==> src/rtl/uart_tx_scheduler.sv <==
// Two-requester round-robin UART transmitter.
// Arbiter feeds a small FIFO drained by an 8N1 serializer.
module uart_tx_scheduler #(
  parameter int CLKS_PER_BIT = 5208,
  parameter int DEPTH        = 4
) (
  input  logic                     clk,
  input  logic                     reset,
  input  logic                     tx_en,
  input  logic                     flush,
  input  logic                     req0_valid,
  input  logic [7:0]               req0_data,
  output logic                     req0_ready,
  input  logic                     req1_valid,
  input  logic [7:0]               req1_data,
  output logic                     req1_ready,
  output logic                     UART_TX,
  output logic                     tx_busy,
  output logic                     tx_done,
  output logic [$clog2(DEPTH):0]   fifo_count
);

  localparam int AW = $clog2(DEPTH);
  localparam int CW = AW + 1;
  localparam logic [15:0] BAUD_LAST = 16'(CLKS_PER_BIT - 1);
  localparam logic [CW-1:0] FULL = CW'(DEPTH);

  typedef enum logic [1:0] {
    IDLE,
    START,
    DATA,
    STOP
  } state_t;

  state_t          state_q, state_d;
  logic [15:0]     baud_q, baud_d;
  logic [2:0]      bit_q, bit_d;
  logic [7:0]      shift_q, shift_d;
  logic [AW-1:0]   wptr_q, wptr_d;
  logic [AW-1:0]   rptr_q, rptr_d;
  logic [CW-1:0]   cnt_q, cnt_d;
  logic            last_q, last_d;
  logic [7:0]      mem_q [DEPTH];
  logic [7:0]      mem_d [DEPTH];

  logic            can_grant;
  logic            gnt0, gnt1;
  logic            push, pop;
  logic            baud_end;
  logic [7:0]      wdata;

  assign baud_end = (baud_q == BAUD_LAST);
  assign pop = (state_q == IDLE) && tx_en
            && (cnt_q != '0) && !flush;

  // Round-robin grant; last_q high means req1 won last.
  always_comb begin
    gnt0 = 1'b0;
    gnt1 = 1'b0;
    can_grant = reset && !flush && (cnt_q < FULL);
    if (can_grant) begin
      unique case ({req1_valid, req0_valid})
        2'b11: begin
          gnt0 = last_q;
          gnt1 = !last_q;
        end
        2'b01: gnt0 = 1'b1;
        2'b10: gnt1 = 1'b1;
        default: ;
      endcase
    end
    push   = gnt0 | gnt1;
    wdata  = gnt1 ? req1_data : req0_data;
    last_d = push ? gnt1 : last_q;
  end

  assign req0_ready = gnt0;
  assign req1_ready = gnt1;

  // FIFO pointers, count and storage; flush wins over push/pop.
  always_comb begin
    wptr_d = wptr_q;
    rptr_d = rptr_q;
    cnt_d  = cnt_q;
    mem_d  = mem_q;
    if (flush) begin
      wptr_d = '0;
      rptr_d = '0;
      cnt_d  = '0;
    end else begin
      if (push) begin
        mem_d[wptr_q] = wdata;
        wptr_d = wptr_q + AW'(1);
      end
      if (pop) rptr_d = rptr_q + AW'(1);
      cnt_d = cnt_q + CW'(push) - CW'(pop);
    end
  end

  // Serializer next state, baud timing and line outputs.
  always_comb begin
    state_d = state_q;
    baud_d  = baud_q;
    bit_d   = bit_q;
    shift_d = shift_q;
    tx_done = 1'b0;
    UART_TX = 1'b1;
    unique case (state_q)
      IDLE: begin
        if (pop) begin
          shift_d = mem_q[rptr_q];
          baud_d  = '0;
          bit_d   = '0;
          state_d = START;
        end
      end
      START: begin
        UART_TX = 1'b0;
        if (baud_end) begin
          baud_d  = '0;
          state_d = DATA;
        end else begin
          baud_d = baud_q + 16'd1;
        end
      end
      DATA: begin
        UART_TX = shift_q[0];
        if (baud_end) begin
          baud_d  = '0;
          shift_d = {1'b0, shift_q[7:1]};
          if (bit_q == 3'd7) state_d = STOP;
          else bit_d = bit_q + 3'd1;
        end else begin
          baud_d = baud_q + 16'd1;
        end
      end
      STOP: begin
        if (baud_end) begin
          baud_d  = '0;
          tx_done = 1'b1;
          state_d = IDLE;
        end else begin
          baud_d = baud_q + 16'd1;
        end
      end
      default: state_d = IDLE;
    endcase
  end

  assign tx_busy    = (state_q != IDLE);
  assign fifo_count = cnt_q;

  // State registers; reset abandons any frame in flight.
  always_ff @(posedge clk or negedge reset) begin
    if (!reset) begin
      state_q <= IDLE;
      baud_q  <= '0;
      bit_q   <= '0;
      shift_q <= '0;
      wptr_q  <= '0;
      rptr_q  <= '0;
      cnt_q   <= '0;
      last_q  <= 1'b1;
      for (int i = 0; i < DEPTH; i++) mem_q[i] <= '0;
    end else begin
      state_q <= state_d;
      baud_q  <= baud_d;
      bit_q   <= bit_d;
      shift_q <= shift_d;
      wptr_q  <= wptr_d;
      rptr_q  <= rptr_d;
      cnt_q   <= cnt_d;
      last_q  <= last_d;
      mem_q   <= mem_d;
    end
  end

endmodule
==> config.mk <==
export PLATFORM = sky130hd
export DESIGN_NAME = uart_tx_scheduler
export DESIGN_NICKNAME = d
export VERILOG_FILES = /design/src/rtl/uart_tx_scheduler.sv
export SDC_FILE = /design/constraint.sdc
export NUM_CORES = 1
export LEC_CHECK = 0
export ABC_CLOCK_PERIOD_IN_PS = 6300
export CORE_MARGIN = 3
export CORE_UTILIZATION = 40
export CTS_CLUSTER_DIAMETER = 60
export CTS_CLUSTER_SIZE = 16
export DETAILED_ROUTE_END_ITERATION = 8
export GPL_TIMING_DRIVEN = 0
export PLACE_DENSITY_LB_ADDON = 0.08
export SYNTH_ARGS = -nofsm -noshare
export SYNTH_HDL_FRONTEND = slang
export SYNTH_SLANG_ARGS = --single-unit
==> constraint.sdc <==
create_clock -name clk -period 6.3 [get_ports clk]
set_input_delay 1.26 -clock clk [delete_from_list [all_inputs] [get_ports clk]]
set_output_delay 1.26 -clock clk [all_outputs]
set_load 0.05 [all_outputs]
==> results of run 1 <==
placed cells by master, fill, tap and decap left out, types with 8 or more instances in the layout:
| master | synthesis | final |
|---|---|---|
| a211oi_1 | 9 | 9 |
| a21oi_1 | 10 | 10 |
| a31oi_1 | 11 | 11 |
| buf_2 | 8 | 8 |
| clkbuf_1 | 8 | 8 |
| clkbuf_8 | 0 | 10 |
| clkdlybuf4s50_1 | 0 | 27 |
| dfrtp_1 | 68 | 68 |
| ha_1 | 14 | 14 |
| inv_1 | 13 | 13 |
| mux2i_1 | 11 | 11 |
| mux4_2 | 8 | 8 |
| nand2_1 | 50 | 50 |
| nand3_1 | 12 | 12 |
| nor2_1 | 16 | 16 |
| nor4_1 | 9 | 9 |
| o21ai_0 | 43 | 43 |
flip-flops by register name (all words and copies together), names as in the netlist:
signal and flops:
mem_q 32, baud_q 16, shift_q 8, bit_q 3
fifo_count 3, rptr_q 2, state_q 2, wptr_q 2
last_q 1
final cells by class:
class                      instances  area, um^2  share of cell area (%)
buffer                            22         106                    2.43
clock buffer                      10         138                    3.14
clock inverter                     6        62.6                    1.43
inverter                          14        52.6                    1.20
multi-input combinational        264        1850                    42.3
sequential                        69        1730                    39.5
tap                              108         135                    3.09
timing repair buffer              29         305                    6.98
power groups by stage:
stage	Sequential [mW]	Clock, mW	Combinational, mW
3_5_place_dp	0.565	0	0.150
5_1_grt	0.567	0.395	0.170
3_3_place_gp	0.563	0	0.144
6_report	0.557	0.369	0.147
2_1_floorplan	0.557	0	0.0960
4_1_cts	0.557	0.379	0.150
per-stage QoR:
stage               worst slack [ns]  hold slack [ns]
floorplan                       2.45            0.445
global placement              -0.979            0.458
detailed placement              1.80            0.466
CTS                             1.79            0.483
global route                    1.63            0.507
finish                          1.84            0.478
cells by family after synthesis:
group | count (synthesis)
adder cells (fa/ha/maj) | 15
AO/OA/AOI/OAI | 99
multiplexers | 22
flip-flops | 69
AND/OR/NAND/NOR | 123
XOR/XNOR | 5
buffers and inverters | 36
how the worst min path moves through the flow:
| stage | to |
|---|---|
| finish | mem_q[7] |
| global route | mem_q[17] |
| CTS | mem_q[16] |
| detailed placement | mem_q[16] |
| global placement | mem_q[1] |
| floorplan | mem_q[10] |
critical path: cells and delay by family:
family	cells	cell delay (ns)
and+or+nand+nor	2	0.52
buffers and inverters	4	1.40
per-layer routing:
metal  vias up  routed length (um)  share of wire [%]
li1       1441                   -                  -
met2        65                4450                 50
met4         0                  40               0.45
met5         -                   0                  0
met3         4                 350                3.9
met1      1485                4040                 45
==> impl_metrics.yaml, run 1 <==
placed_design:
  dpl-instance-area_um2: 4180
  dp_hpwl_um: 6190
  portBuffers: 28
  place.gp.congestion: 0.787
  place_inst: 506
synth:
  ys.flop_type: "dfrtp_1"
  synthesis.area_um2: 3740
  synth_edf_count: 0
  synth_compound_area_share_pct: 16.8
  ys_top_cells_by_area: "dfrtp_1 46%, o21ai_0 5.8%, nand2_1 5.0%"
  synth_seq_area_share_pct: 46.2
  synth_top_cell_area_share_pct: 45.5
  synth_commonest_cells: "68 x dfrtp_1, 50 x nand2_1, 43 x o21ai_0, 16 x nor2_1, 14 x ha_1"
  async_flop_share_pct: 100
  post_synth_xor_area_fraction_pct: 1.17
  yosysMostFrequentCell: "dfrtp_1"
  synthDistinctLibCells: 57
  synth_top_cell_by_area: "dfrtp_1"
  yosysWarnings: 0
  ys_ff_latch: 69
  synthesis.nets: 406
  synth-adder-area-share_pct: 5.22
  syn_area_per_cell_um2: 10.1
  synth_simple_gate_area_share_pct: 17.5
  synth_cells: 369
  synth.mux.area_fraction_pct: 8.77
  synth_top_family_by_area: "simple AND/OR/NAND/NOR gates"
hold_path:
  min_from: "mem_q[7]"
  worst_hold_path_type: "reg2reg"
  hold_depth: 2
worst_setup_path:
  cp.required_ns: 5.04
  crit_path_cell_trace: "buf_4, nor3b_4, nand3_1, buf_2, inv_1, clkdlybuf4s50_1"
  critical_path.max_stage_delay_ns: 0.80
  critPathMaxFanout: 24
  crit_path_end_kind: "output pin"
  worstPathArrival_ns: 3.20
  crit_type: "in2out"
  critPathLaunch: "reset"
  start_kind: "input port"
  r2r-end: "fifo_count[2]"
  timing.rr.start: "state_q[1]"
  reg2reg_setup_slack_ns: 2.99
  rr_worst_depth: 14
  crit_path_top_delay_cell: "clkdlybuf4s50_1"
  cp-endpoint: "req1_ready"
global_routing:
  antenna_found_initial: 0
  use_met3_pct: 3.11
  use_met2_pct: 30.5
  grt_use_met1_pct: 25.3
  overflow: 0
  grt_pass1_wl_um: 15300
  first_global_vias: 3042
  grt_usage_pct: 18.7
  busiest_layer: "met2"
  grt_max_degree: 48
power:
  p_clk_share_pct: 34.4
  p_seq_share_pct: 51.9
  power_per_cell_area_nw_per_um2: 245
  vdd_drop_max_uv: 119
  finalPower_mw: 1.07
  p_switching_mw: 0.291
  pwr-share-comb_pct: 13.7
  p_int_mw: 0.782
  switching_share_pct: 27.1
  p_leak_nw: 1.93
sta:
  setup-violations-final: 0
  tightest_slew_ns: 0.617
  hold_viol: 0
  grt_setup_unrepaired: "no"
  max_freq_mhz: 224
  period_needed_ns: 4.46
  post-route-period-util_pct: 70.8
  clock-skew-final_ns: 0.00803
  max-slew-margin-rel_pct: 58.7
  finalSetupTns_ns: 0
  maxSlewViolCount: 0
cts:
  cts_tree: "yes"
  cts_setup_buffers: 0
  clk_path_buf_depth: 2
  clk_latency_ns: 0.34
  numCtsBuffers: 9
  cts-root-buf: "clkbuf_8"
  cts-resized-gates: 0
  cts_hold_buffers: 0
  numClockSinks: 69
  cts-htree-levels: 3
  clkTransAtPathRegs_ns: 0.07
cells_and_area:
  stdcell_area_um2: 4380
  drive_gt1_share_pct: 13.0
  n_fill_cell: 856
  nets: 446
  fin_util_pct: 49.2
  syn2layout_area_growth_pct: 17.1
  diodes: 0
  instances_no_fill: 522
routing:
  via_per_inst: 5.74
  wl_um: 8880
  first_pass_iters: 4
  drc: 0
  drtAntennaViolNets: 0
  num_vias: 2995
  wl_per_cell_um: 17.0
  drt_iter0_markers: 88
floorplanning:
  dieWidth_um: 103
  io_pins: 30
  coreArea_um2: 8890
  die_area_um2: 10500
  initial_core_util_pct: 42.0
  rows: 34
  die_h_um: 103
status:
  outcome: "completed"
job:
  max_cap_violations: 0
(Power assumes the default switching activity.)
==> inputs of run 2 (changes only) <==
Settings changed: ABC_CLOCK_PERIOD_IN_PS 6300 to 3800.
Clock period 6.3 ns to 3.8 ns, I/O delays scaled along.
==> run 2 against run 1 <==
Flip-flop and latch count did not move. Largest power group unchanged. Design area barely moved. Power rose by 66%. Via count barely moved. Highest routed layer unchanged.
==> impl_metrics.yaml, run 2 (same netlist as run 1, synthesis figures left out) <==
routing:
  num_vias: 2996
  wl_um: 8880
  wl_per_cell_um: 17.0
  via_per_inst: 5.74
  drc: 0
  drtAntennaViolNets: 0
  drt_iter0_markers: 88
  first_pass_iters: 4
global_routing:
  first_global_vias: 3042
  antenna_found_initial: 0
  grt_usage_pct: 18.7
  grt_pass1_wl_um: 15300
  grt_max_degree: 48
  overflow: 0
power:
  p_leak_nw: 1.93
  power_per_cell_area_nw_per_um2: 406
  finalPower_mw: 1.78
  vdd_drop_max_uv: 197
sta:
  period_needed_ns: 3.54
  clock-skew-final_ns: 0.00787
  worst_slack_ns: 0.262
  hold_viol: 0
  grt_setup_unrepaired: "no"
  tightest_slew_ns: 0.617
  finalSetupTns_ns: 0
  maxSlewViolCount: 0
  setup-violations-final: 0
  max_freq_mhz: 283
  max-slew-margin-rel_pct: 58.7
  post-route-period-util_pct: 93.1
cts:
  numClockSinks: 69
  cts_tree: "yes"
  cts_setup_buffers: 0
  clkTransAtPathRegs_ns: 0.08
  cts-root-buf: "clkbuf_8"
  cts_hold_buffers: 0
  clk_latency_ns: 0.34
  clk_path_buf_depth: 2
  numCtsBuffers: 9
  cts-htree-levels: 3
placed_design:
  place.gp.congestion: 0.787
  dp_slack_ns: 0.293
  dpl-instance-area_um2: 4180
  dp_hpwl_um: 6190
  portBuffers: 28
worst_setup_path:
  critPathMaxFanout: 10
  cp.required_ns: 3.04
  start_kind: "flop"
  crit_type: "reg2out"
  worstPathArrival_ns: 2.78
  crit_path_end_kind: "output pin"
floorplanning:
  die_h_um: 103
  die_area_um2: 10500
  initial_core_util_pct: 42.0
  dieWidth_um: 103
  rows: 34
  io_pins: 30
  coreArea_um2: 8890
cells_and_area:
  fin_util_pct: 49.2
  diodes: 0
  multiInputGateArea_um2: 1850
  layout_commonest_cell: "dfrtp_1"
  largest_reg_flops: 32
  n_fill_cell: 855
  layout_common_cells: "68 x dfrtp_1, 50 x nand2_1, 43 x o21ai_0, 27 x clkdlybuf4s50_1, 16 x nor2_1"
  stdcell_area_um2: 4380
  syn2layout_area_growth_pct: 17.2
  top_regs: "mem_q: 32 flops, baud_q: 16 flops, shift_q: 8 flops"
  drive_gt1_share_pct: 13.3
  nets: 446
  ff_latch_area_um2: 1730
  largest-register: "mem_q"
hold_path:
  worst_hold_path_type: "in2async"
status:
  outcome: "completed"
job:
  max_cap_violations: 0
[run 2: worst paths after layout]
kind,slack [ns],start,end,depth (start not counted)
max in group asynchronous,2.94,reset,mem_q[1],2
hold / removal,0.31,reset,baud_q[12],1
min in group clk,0.48,mem_q[7],mem_q[7],2
setup reg to reg,0.49,state_q[1],fifo_count[2],14
setup / recovery,0.26,state_q[0],UART_TX,7
hold reg to reg,0.48,mem_q[7],mem_q[7],2
[run 2: routing by layer]
metal,vias up,part of all wire (%),GRT usage [%]
met4,0,0.45,5.95
met5,-,0,0
met2,65,50,30.5
met1,1485,45,25.3
met3,4,3.9,3.11
li1,1442,-,-
[run 2: power by group]
part	total, mW	switching [mW]	internal [mW]	leakage (nW)
logic	0.244	0.123	0.121	0.956
registers	0.923	0.0659	0.857	0.883
clock network	0.611	0.293	0.319	0.0943
[run 2: cell type report]
| type | instances | share of cell area [%] |
|---|---|---|
| well taps | 108 | 3.09 |
| clock inverters | 6 | 1.43 |
| clock buffers | 10 | 3.14 |
| inverters | 14 | 1.20 |
| plain buffers | 22 | 2.46 |
| flip-flops and latches | 69 | 39.5 |
| multi-input cells | 264 | 42.2 |
| repair buffers | 29 | 6.97 |
[run 2: what timing repair did]
action / CTS / global route
resized for setup: 0 / 1
setup endpoints to repair: 0 / 1
endpoints found under the hold margin: 0 / 0
[run 2: per-stage QoR]
stage,hold slack (ns),std cells
final,0.309,522
after global routing,0.323,522
after CTS,0.313,522
after detailed placement,0.466,506
after global placement,0.458,505
after floorplan,0.445,369
[run 2: worst max-delay path: stages (launching register included)]
cell,delay (ns)
dfrtp_1,0.43
inv_1,0.12
ha_1,0.19
clkbuf_1,0.39
clkbuf_2,0.32
nand2_1,0.07
o21ai_0,0.08
clkdlybuf4s50_1,0.83
